==> src/rtl/alu_arb_pkg.sv <==
// Shared constants for the two-requester logic-op arbiter.
// Op encoding, FSM state encoding and statistics counter width.
package alu_arb_pkg;

    localparam logic [1:0] OP_AND  = 2'b00;
    localparam logic [1:0] OP_OR   = 2'b01;
    localparam logic [1:0] OP_NAND = 2'b10;
    localparam logic [1:0] OP_XOR  = 2'b11;

    typedef logic [1:0] state_t;

    localparam state_t ST_IDLE = 2'd0;
    localparam state_t ST_EXEC = 2'd1;
    localparam state_t ST_DONE = 2'd2;

    localparam int CNT_W = 8;

endpackage

==> src/rtl/alu_logic_unit.sv <==
// Combinational WIDTH-bit AND/OR/NAND/XOR slice.
// Shared by both requesters; no carry between bits.
module alu_logic_unit
    import alu_arb_pkg::*;
#(
    parameter int WIDTH = 4
) (
    input  logic [1:0]       op,
    input  logic [WIDTH-1:0] a,
    input  logic [WIDTH-1:0] b,
    output logic [WIDTH-1:0] y
);

    always_comb begin
        y = '0;
        unique case (op)
            OP_AND:  y = a & b;
            OP_OR:   y = a | b;
            OP_NAND: y = ~(a & b);
            OP_XOR:  y = a ^ b;
        endcase
    end

endmodule

==> src/rtl/alu_req_arbiter.sv <==
// Two-requester round-robin arbiter in front of one shared logic unit.
// Optional per-requester grant counters under ALU_ARB_STATS_EN.
module alu_req_arbiter
    import alu_arb_pkg::*;
#(
    parameter int WIDTH = 4
) (
    input  logic             clk,
    input  logic             rst_n,
    input  logic             req0_valid,
    input  logic             req1_valid,
    output logic             req0_ready,
    output logic             req1_ready,
    input  logic [1:0]       req0_op,
    input  logic [1:0]       req1_op,
    input  logic [WIDTH-1:0] req0_a,
    input  logic [WIDTH-1:0] req0_b,
    input  logic [WIDTH-1:0] req1_a,
    input  logic [WIDTH-1:0] req1_b,
    output logic             res_valid,
    input  logic             res_ready,
    output logic [WIDTH-1:0] res_data,
    output logic             res_id
`ifdef ALU_ARB_STATS_EN
    ,
    output logic [CNT_W-1:0] gnt_cnt0,
    output logic [CNT_W-1:0] gnt_cnt1
`endif
);

    state_t           state;
    logic             rr;
    logic [1:0]       lat_op;
    logic [WIDTH-1:0] lat_a;
    logic [WIDTH-1:0] lat_b;
    logic             lat_id;
    logic [WIDTH-1:0] alu_y;
    logic             idle;
    logic             gnt0;
    logic             gnt1;

    // rst_n gating keeps both readys low while reset is held
    assign idle = rst_n && (state == ST_IDLE);
    assign gnt0 = idle && req0_valid && (!req1_valid || !rr);
    assign gnt1 = idle && req1_valid && (!req0_valid || rr);

    assign req0_ready = gnt0;
    assign req1_ready = gnt1;
    assign res_valid  = (state == ST_DONE);

    alu_logic_unit #(
        .WIDTH (WIDTH)
    ) u_alu (
        .op (lat_op),
        .a  (lat_a),
        .b  (lat_b),
        .y  (alu_y)
    );

    always_ff @(posedge clk or negedge rst_n) begin
        if (!rst_n) begin
            state    <= ST_IDLE;
            rr       <= 1'b0;
            lat_op   <= '0;
            lat_a    <= '0;
            lat_b    <= '0;
            lat_id   <= 1'b0;
            res_data <= '0;
            res_id   <= 1'b0;
        end else begin
            case (state)
                ST_IDLE: begin
                    if (gnt0 || gnt1) begin
                        state  <= ST_EXEC;
                        rr     <= gnt0;
                        lat_op <= gnt1 ? req1_op : req0_op;
                        lat_a  <= gnt1 ? req1_a : req0_a;
                        lat_b  <= gnt1 ? req1_b : req0_b;
                        lat_id <= gnt1;
                    end
                end
                ST_EXEC: begin
                    res_data <= alu_y;
                    res_id   <= lat_id;
                    state    <= ST_DONE;
                end
                ST_DONE: begin
                    if (res_ready) begin
                        state <= ST_IDLE;
                    end
                end
                default: state <= ST_IDLE;
            endcase
        end
    end

`ifdef ALU_ARB_STATS_EN
    always_ff @(posedge clk or negedge rst_n) begin
        if (!rst_n) begin
            gnt_cnt0 <= '0;
            gnt_cnt1 <= '0;
        end else begin
            if (gnt0 && gnt_cnt0 != {CNT_W{1'b1}}) begin
                gnt_cnt0 <= gnt_cnt0 + 1'b1;
            end
            if (gnt1 && gnt_cnt1 != {CNT_W{1'b1}}) begin
                gnt_cnt1 <= gnt_cnt1 + 1'b1;
            end
        end
    end
`endif

endmodule

==> config.mk <==
export PLATFORM = sky130hd
export DESIGN_NAME = alu_req_arbiter
export DESIGN_NICKNAME = d
export VERILOG_FILES = /design/src/rtl/alu_arb_pkg.sv /design/src/rtl/alu_logic_unit.sv /design/src/rtl/alu_req_arbiter.sv
export SDC_FILE = /design/constraint.sdc
export NUM_CORES = 1
export LEC_CHECK = 0
export CAP_MARGIN = 20
export CORE_MARGIN = 1
export CORE_UTILIZATION = 28
export CTS_BUF_LIST = sky130_fd_sc_hd__clkbuf_8
export DETAILED_ROUTE_END_ITERATION = 10
export SYNTH_ARGS = -nofsm -noshare
export SYNTH_HDL_FRONTEND = slang
export SYNTH_SLANG_ARGS = --single-unit
==> constraint.sdc <==
create_clock -name clk -period 1.8 [get_ports clk]
set_clock_uncertainty 0.2 [all_clocks]
set_input_delay 0.36 -clock clk [delete_from_list [all_inputs] [get_ports clk]]
set_output_delay 0.36 -clock clk [all_outputs]
set_load 0.02 [all_outputs]
; After elaboration in Yosys (flattened, before gate mapping)
; Index checks and enable logic that the tools add are counted.
[word_totals]
reg_bits = 19
input_bits = 25
output_inout_bits = 8
elab_cells = 41
[op_classes]
eq_ne = 7
muxes = 7
n_bitwise = 4
reduce_logical = 15
[op_table]
columns = op, count
row1 = $pmux W4 S4, 1
row2 = $mux W4, 2
row3 = $eq A2 B2 Y1 const B, 3
row4 = $mux W2, 3
row5 = $pmux W2 S3, 1
row6 = $logic_and A1 B1 Y1, 5
row7 = $and A4 B4 Y4, 1
row8 = $eq A2 B1 Y1 const B, 2
row9 = $logic_not A2 Y1, 2
row10 = $ne A2 B1 Y1 const B, 2
row11 = $not A4 Y4, 1
row12 = $or A4 B4 Y4, 1
row13 = $reduce_and A2 Y1, 2
row14 = $xor A4 B4 Y4, 1
row15 = $logic_not A1 Y1, 3
row16 = $logic_or A1 B1 Y1, 3

; Longest topological paths before layout
[depth]
depth_word = 7
mapped_depth = 5
ltp_nobuf = 5

; By module
; From an unflattened synthesis, not the netlist that was laid out.
[unflattened]
cells_unflattened = 138
hier_area_um2 = 1280.0
[by_module_without_submodules]
columns = module, n_inst, cells_each, area_per_inst_um2, seq_area_each_um2
row1 = alu_req_arbiter, 1, 100, 1011.0, 475.5
row2 = alu_logic_unit, 1, 38, 269.0, 0.0

; Least setup slack after synthesis
; OpenSTA, ideal clock, no wires.
[synth_timing]
path_type = reg2out
start = reg state[1]
end = out req1_ready
arrival_time_ns = 1.016
required_ns = 1.240
setup_slack_ns = 0.224
path_stages_with_launch = 5
path_buffers = 1
cell_sequence = dfrtp_1 -> nor3b_4 -> buf_6 -> nand3_4 -> inv_2
[synth_between]
elab_chain_cells = 4
[synth_rtl]
columns = item, line_no
row1 = "start, declared", alu_req_arbiter.sv:31  ; state_t state;
row2 = "start signal, assigned", alu_req_arbiter.sv:62  ; state <= ST_IDLE;
row3 = "start signal, assigned", alu_req_arbiter.sv:74  ; state <= ST_EXEC;
row4 = "start signal, assigned", alu_req_arbiter.sv:85  ; state <= ST_DONE;
row5 = $logic_not A2 Y1, alu_req_arbiter.sv:43  ; assign idle = rst_n && (state == ST_IDLE);
row6 = $logic_and A1 B1 Y1, alu_req_arbiter.sv:43
row7 = $logic_and A1 B1 Y1 (2 in series), alu_req_arbiter.sv:45  ; assign gnt1 = idle && req1_valid && (!req0_valid || rr);
row8 = "end, declared", alu_req_arbiter.sv:13  ; output logic req1_ready,
; Every way passes these cells.

; Worst setup path after layout
[layout_timing]
start = reg state[0]
end = out req1_ready
; Same word-level chain as after synthesis.

==> results.json <==
{
  "run_status": "finished, violations left",
  "violations": "negative setup slack",
  "clockBufferDepth": 2,
  "grt_pass1_vias": 978,
  "clock_latency_ps": 250,
  "place_inst": 221,
  "regArea_um2": 475,
  "crit_path_max_fanout": 3,
  "pin_count": 33,
  "finalSetupViolations": 2,
  "hp-class": "in -> async",
  "synth-edff-count": 0,
  "r2r_end": "lat_op[1]",
  "dominantRegCellSynth": "dfrtp_1",
  "drt-wirelength-per-cell_um": 12.1,
  "vias": 1100,
  "synth_top_cell_by_area": "dfrtp_1",
  "synth_area_mm2": 0.00125,
  "cts_buffers": 3,
  "reg2reg_from": "state[0]",
  "min_period_ps": 1900,
  "power.ir.vdd_worst_mv": 0.330,
  "cts_tree": "built",
  "dp_hpwl_um": 2070,
  "first_pass_iters": 4,
  "worst_slack_ps": -95.9,
  "ff2ff_path_depth": 4,
  "dieHeight_um": 68.8,
  "crit_arrival_ps": 1340,
  "finish.utilization_pct": 41.7,
  "slew_violations": 0,
  "startpoint": "state[0]",
  "synth_cells": 137,
  "yosysMostFrequentCell": "inv_1",
  "die_area_mm2": 0.00474,
  "routabilityCongestion": 0.727,
  "antenna-diode-count": 0,
  "power_mw": 2.06,
  "hold_viol": 0,
  "coreArea_mm2": 0.00414,
  "critPathMaxStageDelay_ps": 410,
  "drive_above_1_share_pct": 14.7,
  "vias_per_cell": 4.85,
  "clk_pin_slew_ps": 70,
  "antenna_left": 0,
  "syn_area_per_cell_um2": 9.12,
  "grt.overflow.total": 0,
  "tightest_slew_ps": 348,
  "wl_um": 2750,
  "drc_errors": 0,
  "drtIter0Drc": 34,
  "ys_types": 27,
  "cts_sinks": 19,
  "placementRows": 23,
  "holdBufCountCts": 0,
  "async_reset_ff_share_pct": 100,
  "startpoint_type": "register",
  "cts_root_buffer": "clkbuf_8",
  "finalNonFillerCells": 227,
  "final_nets": 211,
  "pre_cts_ws_ps": -707,
  "grt_max_degree": 22,
  "max_cap_violations": 0,
  "start_util_pct": 30.2,
  "p_per_area_mw_per_mm2": 1190,
  "leakagePower_nw": 0.838,
  "fillers": 425,
  "r2r_slack_ps": 160,
  "crit_chain": "nor3b_4 > buf_4 > nand3_4 > inv_2 > buf_6",
  "crit_type": "reg -> out",
  "synth.top_cell.area_share_pct": 38.0,
  "grt_pass1_wl_um": 4350,
  "endpoint_kind": "primary output",
  "area_delta_synth_final_pct": 38.2,
  "grtUsageTotal_pct": 12.4,
  "crit_slowest_cell": "dfrtp_1",
  "multi_input_area_um2": 628,
  "ys_seq_area_share_pct": 38.0,
  "grt_antenna_before_repair": 0,
  "synth_nets": 170,
  "crit_end": "req1_ready",
  "synth_seq_cells": 19,
  "port_buffers": 32,
  "post-route-period-util_pct": 105,
  "synth_top_cells_by_count": "20 x inv_1, 19 x dfrtp_1, 14 x a31oi_1, 11 x nand2_1",
  "synth_area_leaders": "dfrtp_1 38%, ha_1 8.0%, a31oi_1 7.0%",
  "fp.dieW_um": 68.8,
  "ys_warn_count": 0,
  "crit_required_ps": 1240,
  "rsz0062_at_grt": "true",
  "slew_headroom_pct": 76.8,
  "fmax_ghz": 0.527,
  "htree_levels": 1
}
cell type report:
cell class                      instances  area share [%]
Clock inverter                          1           0.217
Multi-Input combinational cell         87            36.4
Inverter                               21            4.56
Timing Repair Buffer                   46            25.3
Clock buffer                            3            2.39
Tap cell                               50            3.62
Sequential cell                        19            27.5
metal layers:
metal,vias to the layer above,share of wire [%],global-route usage [%]
li1,556,-,-
met1,498,48,16.9
met2,36,46,19.4
met3,10,4.7,1.64
met4,0,2.0,5.61
met5,-,0,0
state kept, by name (all words and copies together) (netlist names):
signal,flops
lat_id,1
rr,1
res_data,4
res_id,1
lat_a,4
lat_op,2
state,2
lat_b,4
metrics by stage:
step	area (um^2)	TNS, ps	hold slack [ps]
2_1_floorplan	1250	0	-136
3_3_place_gp	1650	-5650	268
3_5_place_dp	1650	-5990	280
4_1_cts	1700	-130	20.3
5_1_grt	1730	-206	46.4
6_report	1730	-140	9.66
cell usage in the layout (no fill, tap or decap):
cell	n
o22a_1	10
o21ai_1	5
nor3b_4	1
a21o_1	2
and2_4	1
buf_4	12
buf_2	1
nand2b_1	1
and2_2	1
a31oi_1	14
clkdlybuf4s50_1	23
nor2b_1	3
nor2_1	8
a211o_1	4
or2_0	1
nand3_4	1
o211ai_1	10
dlymetal6s2s_1	4
mux2_1	1
buf_6	4
nand2_1	11
and2_0	4
inv_1	21
clkbuf_8	3
dfrtp_1	19
dlygate4sd2_1	2
ha_1	8
and3_4	1
inv_2	1
worst min path at each step:
stage / endpoint / slack (ps) / cells past startpoint
3_3_place_gp: res_id / 270 / 1
5_1_grt: res_id / 50 / 2
4_1_cts: res_data[0] / 20 / 2
2_1_floorplan: lat_a[0] / -140 / 0
3_5_place_dp: res_id / 280 / 1
6_report: res_id / 10 / 2
cells by family after synthesis:
kind of cell             after synthesis  share of synthesized area [%]
buffers and inverters                 32                           12.6
flip-flops                            19                           38.0
AO/OA/AOI/OAI                         45                           26.0
AND/OR/NAND/NOR                       32                           14.4
multiplexers                           1                          0.901
adder cells (fa/ha/maj)                8                           8.01
report_power, final:
| group | switching [mW] | total, mW | internal [mW] |
|---|---|---|---|
| sequential | 0.178 | 0.788 | 0.610 |
| clock | 0.134 | 0.285 | 0.151 |
| combinational | 0.461 | 0.983 | 0.522 |
| total | 0.773 | 2.06 | 1.28 |
repair_timing:
action / 4_1_cts / 5_1_grt
endpoints found under the setup margin: 13 / 16
setup buffers: 0 / 1
gates resized for setup: 17 / 8
pin swaps: 1 / 1
gates cloned: 0 / 1
worst max-delay path: cells and delay by family, from the launching register on:
kind                   cells  cell delay (ps)
AND/OR/NAND/NOR            2              340
buffers and inverters      3              330
flip-flops                 1              410
Note: power is estimated with default switching activity, not from simulation.
